`src/rtl/serial_add8_if.sv`:
```
`default_nettype none
// ============================================================================
//  Module      : serial_add8_if
//  Description : Operation handshake and operand/result bundle for the
//                bit-serial adder. The controller drives start/operands,
//                the adder returns status and the registered result.
//  Revision    : 1.0  initial release
// ============================================================================
interface serial_add8_if #(
    parameter int WIDTH = 8
) ();

    logic             start;
    logic [WIDTH-1:0] a;
    logic [WIDTH-1:0] b;
    logic             cin;
    logic             busy;
    logic             done;
    logic [WIDTH-1:0] s;
    logic             cout;
    logic             ovf;

    // Controller side: issues operations, observes status and result
    modport master (
        output start,
        output a,
        output b,
        output cin,
        input  busy,
        input  done,
        input  s,
        input  cout,
        input  ovf
    );

    // Adder side: accepts operations, reports status and result
    modport slave (
        input  start,
        input  a,
        input  b,
        input  cin,
        output busy,
        output done,
        output s,
        output cout,
        output ovf
    );

endinterface : serial_add8_if
`default_nettype wire

```
`src/rtl/serial_add8.sv`:
```
`default_nettype none
// ============================================================================
//  Module      : serial_add8
//  Description : Bit-serial two's-complement adder. Computes
//                S = A + B + cin one bit per clock, LSB first, using one
//                full-adder cell and a carry flop. Result, carry-out and
//                signed overflow are registered and held between operations.
//  Revision    : 1.0  initial release
// ============================================================================
module serial_add8 #(
    parameter int WIDTH = 8
) (
    input  wire logic      clk,
    input  wire logic      rst,
    serial_add8_if.slave   bus
);

    // Bit counter only needs to reach WIDTH-1; it is reloaded on every start.
    localparam int                 c_cnt_w = (WIDTH > 2) ? $clog2(WIDTH) : 1;
    localparam logic [c_cnt_w-1:0] c_last  = c_cnt_w'(WIDTH - 1);
    localparam logic [c_cnt_w-1:0] c_one   = c_cnt_w'(1);

    typedef enum logic [1:0] {
        ST_IDLE = 2'd0,
        ST_RUN  = 2'd1,
        ST_DONE = 2'd2
    } state_t;

    state_t             r_state;
    state_t             w_next_state;

    // Operand shift registers, carry flop and bit counter
    logic [WIDTH-1:0]   r_a;
    logic [WIDTH-1:0]   r_b;
    logic [WIDTH-1:0]   r_rs;
    logic               r_c;
    logic [c_cnt_w-1:0] r_n;

    // Registered, held result
    logic [WIDTH-1:0]   r_sum;
    logic               r_cout;
    logic               r_ovf;

    // Control strobes and full-adder cell
    logic               w_accept;
    logic               w_shift;
    logic               w_last;
    logic               w_sum_bit;
    logic               w_carry;
    logic [WIDTH-1:0]   w_rs_next;

    // Single full-adder cell working on the current LSBs and the carry flop
    always_comb begin
        w_sum_bit = r_a[0] ^ r_b[0] ^ r_c;
        w_carry   = (r_a[0] & r_b[0]) | (r_a[0] & r_c) | (r_b[0] & r_c);
        w_rs_next = {w_sum_bit, r_rs[WIDTH-1:1]};
        w_last    = (r_n == c_last);
    end

    // Next-state and control decode; start is only honoured in IDLE or DONE
    always_comb begin
        w_next_state = r_state;
        w_accept     = 1'b0;
        w_shift      = 1'b0;
        case (r_state)
            ST_IDLE: begin
                if (bus.start) begin
                    w_accept     = 1'b1;
                    w_next_state = ST_RUN;
                end
            end
            ST_RUN: begin
                w_shift = 1'b1;
                if (w_last) begin
                    w_next_state = ST_DONE;
                end
            end
            ST_DONE: begin
                if (bus.start) begin
                    w_accept     = 1'b1;
                    w_next_state = ST_RUN;
                end else begin
                    w_next_state = ST_IDLE;
                end
            end
            default: begin
                w_next_state = ST_IDLE;
            end
        endcase
    end

    // State register
    always_ff @(posedge clk) begin
        if (rst) begin
            r_state <= ST_IDLE;
        end else begin
            r_state <= w_next_state;
        end
    end

    // Operand capture and one-bit-per-clock shift datapath
    always_ff @(posedge clk) begin
        if (rst) begin
            r_a  <= '0;
            r_b  <= '0;
            r_rs <= '0;
            r_c  <= 1'b0;
            r_n  <= '0;
        end else if (w_accept) begin
            r_a  <= bus.a;
            r_b  <= bus.b;
            r_rs <= '0;
            r_c  <= bus.cin;
            r_n  <= '0;
        end else if (w_shift) begin
            r_a  <= r_a >> 1;
            r_b  <= r_b >> 1;
            r_rs <= w_rs_next;
            r_c  <= w_carry;
            r_n  <= r_n + c_one;
        end
    end

    // Result registers load only on the final bit, so they hold through RUN;
    // overflow is carry-into-MSB (the flop before update) xor carry-out.
    always_ff @(posedge clk) begin
        if (rst) begin
            r_sum  <= '0;
            r_cout <= 1'b0;
            r_ovf  <= 1'b0;
        end else if (w_shift && w_last) begin
            r_sum  <= w_rs_next;
            r_cout <= w_carry;
            r_ovf  <= r_c ^ w_carry;
        end
    end

    // Status is decoded from the state register only
    assign bus.busy = (r_state == ST_RUN);
    assign bus.done = (r_state == ST_DONE);
    assign bus.s    = r_sum;
    assign bus.cout = r_cout;
    assign bus.ovf  = r_ovf;

endmodule : serial_add8
`default_nettype wire

```
`src/flat_wrapper.sv`:
```
// flat-port wrapper written by rule: the top's interface ports become plain ports
module serial_add8_flat 
#(
    parameter int WIDTH = 8
)
  (clk, rst, bus_start, bus_a, bus_b, bus_cin, bus_busy, bus_done, bus_s, bus_cout, bus_ovf);
  serial_add8_if #(.WIDTH(WIDTH)) bus_i ();
  input  wire logic clk;
  input  wire logic rst;
  input wire logic [$bits(bus_i.start)-1:0] bus_start;
  input wire logic [$bits(bus_i.a)-1:0] bus_a;
  input wire logic [$bits(bus_i.b)-1:0] bus_b;
  input wire logic [$bits(bus_i.cin)-1:0] bus_cin;
  output wire logic [$bits(bus_i.busy)-1:0] bus_busy;
  output wire logic [$bits(bus_i.done)-1:0] bus_done;
  output wire logic [$bits(bus_i.s)-1:0] bus_s;
  output wire logic [$bits(bus_i.cout)-1:0] bus_cout;
  output wire logic [$bits(bus_i.ovf)-1:0] bus_ovf;
  assign bus_i.start = bus_start;
  assign bus_i.a = bus_a;
  assign bus_i.b = bus_b;
  assign bus_i.cin = bus_cin;
  assign bus_busy = bus_i.busy;
  assign bus_done = bus_i.done;
  assign bus_s = bus_i.s;
  assign bus_cout = bus_i.cout;
  assign bus_ovf = bus_i.ovf;
  serial_add8 #(.WIDTH(WIDTH)) u_core (.clk(clk), .rst(rst), .bus(bus_i));
endmodule
```
`config.mk`:
```
export PLATFORM = sky130hd
export DESIGN_NAME = serial_add8_flat
export DESIGN_NICKNAME = d
export VERILOG_FILES = /design/src/rtl/serial_add8_if.sv /design/src/rtl/serial_add8.sv /design/src/flat_wrapper.sv
export SDC_FILE = /design/constraint.sdc
export NUM_CORES = 1
export LEC_CHECK = 0
export CORE_UTILIZATION = 54
export CTS_CLUSTER_DIAMETER = 40
export CTS_CLUSTER_SIZE = 30
export DETAILED_ROUTE_END_ITERATION = 6
export MAX_ROUTING_LAYER = met4
export PLACE_DENSITY_LB_ADDON = 0.15
export SYNTH_ARGS = -nofsm -noshare
export SYNTH_HDL_FRONTEND = slang
export SYNTH_SLANG_ARGS = --single-unit
```
`constraint.sdc`:
```
create_clock -name clk -period 4.5 [get_ports clk]
set_clock_uncertainty 0.2 [all_clocks]
set_input_delay 1.35 -clock clk [delete_from_list [all_inputs] [get_ports clk]]
set_output_delay 1.35 -clock clk [all_outputs]
set_load 0.01 [all_outputs]
```
After elaboration in Yosys (flattened, before gate mapping)
Index checks and enable logic that the tools add are counted.

$add $sub $neg: 1. Equality and inequality tests: 5. Muxes and demuxes: 13. Bitwise gates (word level): 8. Reductions and logical operators: 6.

Operators by type and width (number): $mux W8 (4); $mux W1 (6); $pmux W2 S3 (1); $mux W2 (2); $reduce_or A2 Y1 (2); $add A3 B1 Y3 const B (1); $and A1 B1 Y1 (3); $eq A3 B3 Y1 const B (1); $xor A1 B1 Y1 (3); $eq A2 B1 Y1 const B (1); $eq A2 B2 Y1 const B (1); $logic_not A2 Y1 (1); $ne A2 B1 Y1 const B (1); $ne A2 B2 Y1 const B (1); $or A1 B1 Y1 (2); $reduce_and A2 Y1 (1); $reduce_bool A2 Y1 (1); $logic_and A1 B1 Y1 (1).

Register bits after elaboration: 40. Bits of input ports: 20. Output and inout port bits: 12.

Depth between registers and ports, before layout
Depth after elaboration: 5. Depth in mapped cells: 6.

Worst setup path before layout
Ideal clock, no wire load.

Path type: reg2out. Start point: register u_core.r_state[1]. End point: output bus_busy. Arrival time: 771 ps. Required time: 2950 ps. Slack: 2179 ps. Stages on the path, launching flop included: 5. Buffers on the path: 2. Cell sequence: dfxtp_1 > nand2b_1 > buf_6 > inv_6 > buf_6.

Word-level cells in the longest chain between the ends: 1.

RTL lines: start, declared (RTL line serial_add8.sv:29) `state_t r_state;`; start signal, assigned (RTL line serial_add8.sv:97) `r_state <= w_next_state;`; $eq A2 B1 Y1 (RTL line serial_add8.sv:139) `assign bus.busy = (r_state == ST_RUN);`; end, declared (RTL line flat_wrapper.sv:14) `output wire logic [$bits(bus_i.busy)-1:0] bus_busy;`.

No other way between the ends.

Final worst setup path
Ends and elaborated chain as after synthesis.

==> results.md <==
- Placer Congestion: roughly 0.74
- Die Wd: roughly 56 µm
- Pwr Density: 331 nW/µm²
- Final ANT Viol Nets: 0
- Number of max-cap violations: 0
- Sw Ratio: between 20% and 30%
- DIE AREA: between 3000 and 4000 µm²
- Initial antenna violation count: 0
- Clk pwr share: about 28%
- Critical path arrival: around 1700 ps
- Final WL: 3060 µm
- Origin of the worst min-delay path: u_core.bus.s[2]
- Register area share after synthesis: 49.6%
- Cell area after layout: around 1900 µm²
- Total global routing overflow: 0
- IR drop worst, VDD: ~0.24 mV
- Area leader, netlist: dfxtp_1
- RSZ-0062 raised after global routing: false
- Port bufs: 31
- Worst-margin pin slew: between 400 and 500 ps
- HPWL Detailed: slightly above 2000 µm
- Final hold slack: approximately 260 ps
- R2r endpoint: u_core.bus.ovf
- Worst R2R Start: u_core.r_n[0]
- Period utilization: a little under three quarters
- Slew headroom: between 60% and 70%
- Die Y: roughly 56 µm
- Avg Vias per Cell: roughly 5.4
- Worst skew pair latency: ~350 ps
- Yosys reg bits: 39
- Post-Place Setup Slack: approximately 1400 ps
- Wire per inst: around 13 µm
- Combinational Power Share: around an eighth
- Final hold vios: 0
- Synth warnings: 0
- Pint: about 0.46 mW
- Status: complete, no violations
- Crit Path Max Fanout: 28
- DRT iter0 DRCs: 24
- CTS tree: done
- Clk slew on worst S/H paths: between 100 and 150 ps
- # diodes: 0
- # rows: 19
- Total Routing Usage GR: about 23%
- Synth top area share: roughly half
- Final setup TNS: 0 ps
- Initial Util: between 50% and 60%
- Synth Cell Area: 1570 µm²
- Root Buffer: clkbuf_4
- Setup Viol. Count Final: 0
- Nets: 230
- HP Class: flip-flop to flip-flop
- Critical path capture point type: output pin
- CTS hold repair buffers: 0
- Worst Setup Slack, final: between 1000 and 1500 ps
- Vias in the first global route: approximately 1200
- Largest net degree at the start of global routing: 29
- Post-cts resize count: 0
- Count of different cell masters after synthesis: 28
- P_leak: 0.653 nW
- Final Critical Period: approximately 3200 ps
- NetSw: between 0.15 and 0.2 mW
- Layout area overhead: 20.3%
- Syn nets: between 200 and 250
- Placement Cell Area: about 1800 µm²
- Number of setup buffers added after CTS: 0
- Worst Hold Depth: 2
- Worst path required time: 2950 ps
- Hold Crit Endpoint: u_core.bus.s[2]
- CTS H-tree lvls: 2
- # IOs: 32
- Fmax: 0.309 GHz
- First-pass GRT wire length: 5420 µm
- CTS sink cnt: 39
- Part of the power in registers: between 50% and 60%
- FF-to-FF path depth: 5
- Crit Path Category: flip-flop to output pin
- Mean area per synthesized cell: slightly below 9 µm²
- # DRC: 0
- Element type at the critical path start: flip-flop
- Mapped Cells: 180
- Max Root-Sink Buffers: 2
- Top cells by area, synth: dfxtp_1 50%, nand2_1 11%, a21oi_1 6.4%
- TritonCTS Buffers: 5
- First-pass detailed-route iteration total: 4
- Share of layout cells above drive strength 1: roughly 6.7%
- Count of final max-slew check failures: 0
- Vias after detailed routing: roughly 1300
- Core ar.: 2760 µm²
- Reg2reg setup slack: approximately 2800 ps
[Yosys cell counts, drive strengths merged]
cell and number:
nor2 10, nand3b 1, a22oi 2, xnor2 2
nand3 2, a311oi 6, o21a 1, inv 1
ha 2, mux2i 2, dfxtp 39, nand2 48
and3b 1, nor3 16, fa 1, and2b 1
o22ai 7, clkbuf 3, buf 10, a21oi 20
a211oi 1, nor2b 1, nand2b 3
[layout make-up]
cell class	instances	area [µm²]
Clock buffer	6	41.3
Clock inverter	2	12.5
Fill cell	235	863
Inverter	1	8.76
Multi-Input combinational cell	127	687
Sequential cell	39	781
Tap cell	31	38.8
Timing Repair Buffer	33	325
[registers in the layout, indices dropped and copies added, names as in the netlist]
register,cells
u_core.bus.cout,1
u_core.r_b,8
u_core.bus.ovf,1
u_core.r_rs,7
u_core.r_n,3
u_core.r_c,1
u_core.r_a,8
u_core.bus.s,8
u_core.r_state,2
[stage by stage]
step	std cells	total power, mW	util (%)
after floorplan	180	0.439	-
after global placement	231	0.458	66.7
after detailed placement	231	0.461	66.7
after CTS	239	0.633	68.7
after global routing	239	0.660	68.7
final	239	0.627	68.7
[cell usage in the layout (no fill, tap or decap), types with 3 or more instances in the layout]
cell type and instances:
a21oi_1 20, a311oi_1 3, a311oi_2 3, clkbuf_4 5, clkdlybuf4s50_1 31, dfxtp_1 39, nand2_1 48, nor2_1 10
nor3_1 16, o22ai_1 7
[metal layers]
layer	share of wire [%]	wire length [µm]	GRT usage (%)
met2	48	1480	35.7
met3	4.2	127	5.58
met1	46	1400	27.5
met5	0	0	-
met4	1.7	53	11.5
[kinds of logic (layout without fill, tap and decap cells)]
family | Yosys count | after routing | share of synthesized area, %
xor+xnor | 2 | 2 | 1.11
buf+inv | 14 | 42 | 6.76
simple gates | 83 | 83 | 22.8
fa+ha+maj | 3 | 3 | 2.86
compound gates | 37 | 37 | 15.6
mux | 2 | 2 | 1.27
flops | 39 | 39 | 49.6
[worst max-delay path, cell delays in order (launching register included)]
cell and delay (ps):
dfxtp_1 350, nand2b_1 210, inv_6 200, clkdlybuf4s50_1 570
[power by group through the flow]
stage	Sequential (mW)	Combinational, mW	Clock [mW]
after floorplan	0.376	0.0631	0
after global placement	0.377	0.0810	0
after detailed placement	0.379	0.0827	0
after CTS	0.371	0.0835	0.178
after global routing	0.373	0.0922	0.195
final	0.370	0.0836	0.173
[worst max-delay path by stage]
stage	from	end	slack, ps	cells after the start
floorplan	u_core.r_state[1]	bus_busy	2180	4
global placement	rst	u_core.r_n[0]	1420	4
detailed placement	rst	u_core.r_rs[5]	1360	4
CTS	u_core.r_state[1]	bus_busy	1240	3
global route	u_core.r_state[0]	bus_busy	1170	3
finish	u_core.r_state[1]	bus_busy	1260	3
No activity file was read; power rests on OpenSTA's default activity.
